===== config.mk =====
export PLATFORM = sky130hd
export DESIGN_NAME = rom_rd_arbiter
export DESIGN_NICKNAME = d
export VERILOG_FILES = /design/src/rtl/rom_rd_arbiter.sv
export SDC_FILE = /design/constraint.sdc
export NUM_CORES = 1
export LEC_CHECK = 0
export CORE_AREA = 2 2 68 70
export DETAILED_ROUTE_END_ITERATION = 10
export DIE_AREA = 0 0 70 72
export PLACE_DENSITY_LB_ADDON = 0.25
export SYNTH_ARGS = -nofsm -noshare
export SYNTH_HDL_FRONTEND = slang
export SYNTH_SLANG_ARGS = --single-unit

===== constraint.sdc =====
create_clock -name ACLK -period 2.1 [get_ports ACLK]
set_input_delay 0.21 -clock ACLK [delete_from_list [all_inputs] [get_ports ACLK]]
set_output_delay 0.21 -clock ACLK [all_outputs]
set_load 0.01 [all_outputs]

===== src/rtl/rom_rd_arbiter.sv =====
// Two-master AXI read-address/read-data arbiter in front of the single ROM read slave.
// Define ROM_ARB_ROUND_ROBIN_EN for round-robin arbitration; default build is fixed priority (M0 wins).
module rom_rd_arbiter #(
    parameter int ID_BITS   = 4,
    parameter int ADDR_BITS = 12,
    parameter int LEN_BITS  = 4
) (
    input  logic                 ACLK,
    input  logic                 ARESET,

    input  logic [ID_BITS-1:0]   ARID_M0,
    input  logic [ADDR_BITS-1:0] ARADDR_M0,
    input  logic [LEN_BITS-1:0]  ARLEN_M0,
    input  logic                 ARVALID_M0,
    output logic                 ARREADY_M0,
    output logic [ID_BITS-1:0]   RID_M0,
    output logic [1:0]           RRESP_M0,
    output logic                 RLAST_M0,
    output logic                 RVALID_M0,
    input  logic                 RREADY_M0,

    input  logic [ID_BITS-1:0]   ARID_M1,
    input  logic [ADDR_BITS-1:0] ARADDR_M1,
    input  logic [LEN_BITS-1:0]  ARLEN_M1,
    input  logic                 ARVALID_M1,
    output logic                 ARREADY_M1,
    output logic [ID_BITS-1:0]   RID_M1,
    output logic [1:0]           RRESP_M1,
    output logic                 RLAST_M1,
    output logic                 RVALID_M1,
    input  logic                 RREADY_M1,

    output logic [ID_BITS-1:0]   ARID_S,
    output logic [ADDR_BITS-1:0] ARADDR_S,
    output logic [LEN_BITS-1:0]  ARLEN_S,
    output logic                 ARVALID_S,
    input  logic                 ARREADY_S,
    input  logic [ID_BITS-1:0]   RID_S,
    input  logic [1:0]           RRESP_S,
    input  logic                 RLAST_S,
    input  logic                 RVALID_S,
    output logic                 RREADY_S,

    output logic                 grant,
    output logic                 busy,
    output logic                 beat_err
);

    typedef enum logic [1:0] {
        IDLE = 2'd0,
        ADDR = 2'd1,
        DATA = 2'd2
    } state_t;

    localparam logic [LEN_BITS-1:0] LEN_ONE = {{(LEN_BITS-1){1'b0}}, 1'b1};

    state_t               state;
    state_t               next_state;
    logic                 sel;
    logic                 ar_hs;
    logic                 beat_hs;
    logic                 r_ready_sel;
    logic [ID_BITS-1:0]   lat_id;
    logic [ADDR_BITS-1:0] lat_addr;
    logic [LEN_BITS-1:0]  lat_len;
    logic [LEN_BITS-1:0]  beat_cnt;

    // sel = 1 picks M1; only meaningful in IDLE with at least one request.
`ifdef ROM_ARB_ROUND_ROBIN_EN
    logic ptr;

    always_comb begin
        if (ARVALID_M0 && ARVALID_M1) begin
            sel = ptr;
        end else begin
            sel = ARVALID_M1;
        end
    end
`else
    always_comb begin
        sel = ARVALID_M1 && !ARVALID_M0;
    end
`endif

    always_comb begin
        ar_hs       = (state == IDLE) && (ARVALID_M0 || ARVALID_M1);
        r_ready_sel = grant ? RREADY_M1 : RREADY_M0;
        beat_hs     = (state == DATA) && RVALID_S && r_ready_sel;
    end

    always_ff @(posedge ACLK) begin
        if (ARESET) begin
            state <= IDLE;
        end else begin
            state <= next_state;
        end
    end

    always_comb begin
        next_state = state;
        case (state)
            IDLE: begin
                if (ar_hs) begin
                    next_state = ADDR;
                end
            end
            ADDR: begin
                if (ARREADY_S) begin
                    next_state = DATA;
                end
            end
            DATA: begin
                if (beat_hs && RLAST_S) begin
                    next_state = IDLE;
                end
            end
            default: next_state = IDLE;
        endcase
    end

    // The burst always ends on RLAST_S; the counter only drives the length check.
    always_ff @(posedge ACLK) begin
        if (ARESET) begin
            lat_id   <= '0;
            lat_addr <= '0;
            lat_len  <= '0;
            grant    <= 1'b0;
            beat_cnt <= '0;
            beat_err <= 1'b0;
`ifdef ROM_ARB_ROUND_ROBIN_EN
            ptr      <= 1'b0;
`endif
        end else begin
            if (ar_hs) begin
                grant <= sel;
`ifdef ROM_ARB_ROUND_ROBIN_EN
                ptr   <= !sel;
`endif
                if (sel) begin
                    lat_id   <= ARID_M1;
                    lat_addr <= ARADDR_M1;
                    lat_len  <= ARLEN_M1;
                end else begin
                    lat_id   <= ARID_M0;
                    lat_addr <= ARADDR_M0;
                    lat_len  <= ARLEN_M0;
                end
            end

            if ((state == ADDR) && ARREADY_S) begin
                beat_cnt <= lat_len;
            end else if (beat_hs) begin
                if (beat_cnt != '0) begin
                    beat_cnt <= beat_cnt - LEN_ONE;
                end
            end

            if (beat_hs && ((RLAST_S && (beat_cnt != '0)) ||
                            (!RLAST_S && (beat_cnt == '0)))) begin
                beat_err <= 1'b1;
            end
        end
    end

    always_comb begin
        ARREADY_M0 = 1'b0;
        ARREADY_M1 = 1'b0;
        RID_M0     = '0;
        RRESP_M0   = 2'b00;
        RLAST_M0   = 1'b0;
        RVALID_M0  = 1'b0;
        RID_M1     = '0;
        RRESP_M1   = 2'b00;
        RLAST_M1   = 1'b0;
        RVALID_M1  = 1'b0;
        ARVALID_S  = 1'b0;
        RREADY_S   = 1'b0;
        ARID_S     = lat_id;
        ARADDR_S   = lat_addr;
        ARLEN_S    = lat_len;
        busy       = (state != IDLE);
        case (state)
            IDLE: begin
                ARREADY_M0 = ARVALID_M0 && !sel;
                ARREADY_M1 = ARVALID_M1 && sel;
            end
            ADDR: begin
                ARVALID_S = 1'b1;
            end
            DATA: begin
                RREADY_S = r_ready_sel;
                if (grant) begin
                    RID_M1    = RID_S;
                    RRESP_M1  = RRESP_S;
                    RLAST_M1  = RLAST_S;
                    RVALID_M1 = RVALID_S;
                end else begin
                    RID_M0    = RID_S;
                    RRESP_M0  = RRESP_S;
                    RLAST_M0  = RLAST_S;
                    RVALID_M0 = RVALID_S;
                end
            end
            default: begin
            end
        endcase
    end

endmodule


==> run_results.csv <==
group,metric,value,unit
status,status,"completed",
logic_synthesis,synthDistinctLibCells,39,
route,drt_iter0_drc,34,
timing,hold_viol,0,
logic_synthesis,yosys-top-cells-area,"dfxtp_1, mux2i_1, a211oi_1, and2_1, nor2_1",
clock_network,cts_tree,"yes",
route,ant_nets,0,
timing,min_period,1.977,ns
power_and_ir_drop,p_sw_share,28.21,%
global_route,grt_pass1_wl,6382,um
route,drc,0,
floorplan,start_util,35.21,%
power_and_ir_drop,p_comb_share,34.5,%
logic_synthesis,syn_area_per_cell,9.268,um2
cells_and_area,diodes,0,
timing,finalSetupViolations,0,
cells_and_area,area_growth,71.17,%
worst_setup_path,cp-end-kind,"primary output",
timing,tightest_slew,0.3920,ns
timing,fmax,505.9,MHz
worst_setup_path,max_stage_delay,0.53,ns
route,vias_per_cell,4.764,
worst_setup_path,critPathLaunchType,"flop",
timing,slew_headroom,73.35,%
hold_path,min_path_type,"flop to flop",
logic_synthesis,synth_edf_count,0,
cells_and_area,fin_util,60.27,%
floorplan,design.die.area,0.005040,mm2
flow_run,maxCapViolCount,0,
route,routed_wl,3798,um
clock_network,cts_buffers,3,
logic_synthesis,ys_top_cells_by_count,"dfxtp_1, nor2_1, a211oi_1, mux2i_1, and2_1",
power_and_ir_drop,switchingPower,0.0004151,W
worst_setup_path,cp_cell_sequence,"nand2b_1 -> nor2_2 -> and2_1 -> clkdlybuf4s50_1",
worst_setup_path,critical_path_class,"flop to primary output",
global_route,grt_pass1_vias,1394,
global_route,grt_antenna_before_repair,0,
logic_synthesis,syn_area,0.001501,mm2
floorplan,core,0.004264,mm2
worst_setup_path,cp-startpoint,"state[1]$_SDFFE_PP0P_",
logic_synthesis,synth_top_area_cell,"dfxtp_1",
worst_setup_path,r2r_slack,0.51,ns
timing,fin_crit_sh,94.12,%
worst_setup_path,required,1.89,ns
worst_setup_path,reg2regPathDepth,6,
timing,slew_violations,0,
logic_synthesis,syn-num-nets,218,
logic_synthesis,yosysWarnings,0,
timing,rsz0062_at_grt,"yes",
cells_and_area,nNetsFinal,314,
logic_synthesis,synthArstFlopShare,0,%
clock_network,root_buffer,"clkbuf_8",
route,avgRoutedWirePerCell,12.29,um
place,place_inst,305,
power_and_ir_drop,p_clk_share,22.5,%
route,first_pass_iters,3,
clock_network,clock_latency,0.27,ns
place,dp_hpwl,3052,um
worst_setup_path,critPathArrivalTime,1.77,ns
power_and_ir_drop,worst_ir_drop_vdd,0.3546,mV
cells_and_area,nFillCells,420,
logic_synthesis,synth_flop_cell,"dfxtp_1",
clock_network,cts_buffer_depth,2,
timing,fin_skew,0.005008,ns
power_and_ir_drop,powerDensity,572.6,mW/mm2
global_route,gr-total-overflow,0,
route,vias,1472,
worst_setup_path,slowest_stage,"clkdlybuf4s50_1",
cells_and_area,stdcell_count,309,
power_and_ir_drop,power.internal,0.001057,W
logic_synthesis,ys_seq_area_share,37.33,%
floorplan,rows,24,
logic_synthesis,yosysTopAreaCellShare,37.33,%
power_and_ir_drop,sequentialPowerShare,43.0,%
place,gp_congestion,0.8038,
clock_network,numClockSinks,28,
logic_synthesis,synthCells,162,
cells_and_area,drive_above_1_share,9.728,%
global_route,grt_usage,15.28,%
logic_synthesis,ys_ff_latch,28,
floorplan,ioPinCount,98,
global_route,grt_max_degree,42,
clock_network,cts-htree-levels,1,
floorplan,die_h,72,um
power_and_ir_drop,p_leak,0.9516,nW
worst_setup_path,worstReg2RegEnd,"beat_cnt[3]$_SDFFE_PP0P_",
worst_setup_path,crit_fanout,8,
floorplan,die_w,70,um
place,io_buffers,97,
worst_setup_path,endpoint,"RID_M1[1]",
worst_setup_path,r2r_start,"beat_cnt[0]$_SDFFE_PP0P_",
clock_network,hold_buffers,0,
clock_network,clkTransAtPathRegs,0.10,ns
cell usage in the layout, fill, tap and decap left out, drive strengths merged, types with 2 or more instances in the layout:
cell type / synthesis / final
inv: 5 / 5
nor2: 30 / 30
buf: 6 / 4
a21oi: 5 / 5
a211oi: 21 / 21
clkdlybuf4s50: 0 / 97
clkbuf: 4 / 4
and2: 18 / 18
nand3b: 2 / 2
nor3: 2 / 2
dfxtp: 28 / 28
mux2i: 21 / 21
routing by layer:
layer / wire (um) / global-route usage (%) / up-vias
met4: 17 / 2.564 / 0
met5: 0 / 0 / -
li1: - / - / 765
met2: 1828 / 26.67 / 61
met1: 1616 / 18.90 / 644
met3: 335 / 4.861 / 2
metrics by stage:
stage | setup TNS (ns) | hold slack [ns] | area [um2] | setup WS (ns) | power, W
after floorplan | 0 | 0.3991 | 1501 | 0.6204 | 0.0008860
after global placement | 0 | 0.4568 | 2510 | 0.3449 | 0.001155
after detailed placement | 0 | 0.4601 | 2510 | 0.3146 | 0.001160
after CTS | 0 | 0.4849 | 2565 | 0.005763 | 0.001491
after global routing | -0.2641 | 0.5046 | 2570 | -0.03161 | 0.001561
final | 0 | 0.4774 | 2570 | 0.1235 | 0.001472
worst max-delay path: cells and delay by family (launching register included):
kind,cells,cell delay (ns)
and+or+nand+nor,3,0.55
buffers and inverters,1,0.53
DFF,1,0.42
flip-flops by register name, summed over array words and instances (netlist names):
signal    count
ARADDR_S     12
ARID_S        4
ARLEN_S       4
beat_cnt      4
state         2
beat_err      1
grant         1
power groups by stage:
stage          clock [W]  combinational, W  sequential [W]
2_1_floorplan          0          0.000220        0.000666
4_1_cts         0.000341          0.000516        0.000634
3_5_place_dp           0          0.000514        0.000646
5_1_grt         0.000362          0.000555        0.000644
3_3_place_gp           0          0.000511        0.000644
6_report        0.000331          0.000508        0.000633
cell type report:
type | count | area, um2 | share of cell area, %
clock buffer | 4 | 55.05 | 2.142
inverter | 5 | 18.77 | 0.7303
multi-input combinational | 119 | 869.6 | 33.84
sequential | 28 | 560.5 | 21.81
tap | 52 | 65.06 | 2.532
timing repair buffer | 101 | 1001 | 38.95
cells by family after synthesis:
group / count (synthesis) / share of synthesized area (%)
compound gates: 34 / 18.25
xor+xnor: 2 / 1.167
fa+ha+maj: 1 / 0.8332
buf+inv: 15 / 5.250
flops: 28 / 37.33
mux: 21 / 14.25
simple gates: 61 / 22.92
timing repair:
action | in CTS | in global routing
setup buffers | 0 | 0
resized for setup | 0 | 2
endpoints found under the hold margin | 0 | 0
setup endpoints to repair | 0 | 16
how the worst min path moves through the flow:
stage,start,to,depth (start not counted)
6_report,beat_err$_SDFFE_PP0P_,beat_err$_SDFFE_PP0P_,2
5_1_grt,beat_err$_SDFFE_PP0P_,beat_err$_SDFFE_PP0P_,2
2_1_floorplan,ARVALID_M1,grant$_SDFFE_PP0P_,2
3_3_place_gp,beat_err$_SDFFE_PP0P_,beat_err$_SDFFE_PP0P_,2
3_5_place_dp,beat_err$_SDFFE_PP0P_,beat_err$_SDFFE_PP0P_,2
4_1_cts,beat_err$_SDFFE_PP0P_,beat_err$_SDFFE_PP0P_,2
Note: power is estimated with default switching activity, not from simulation.
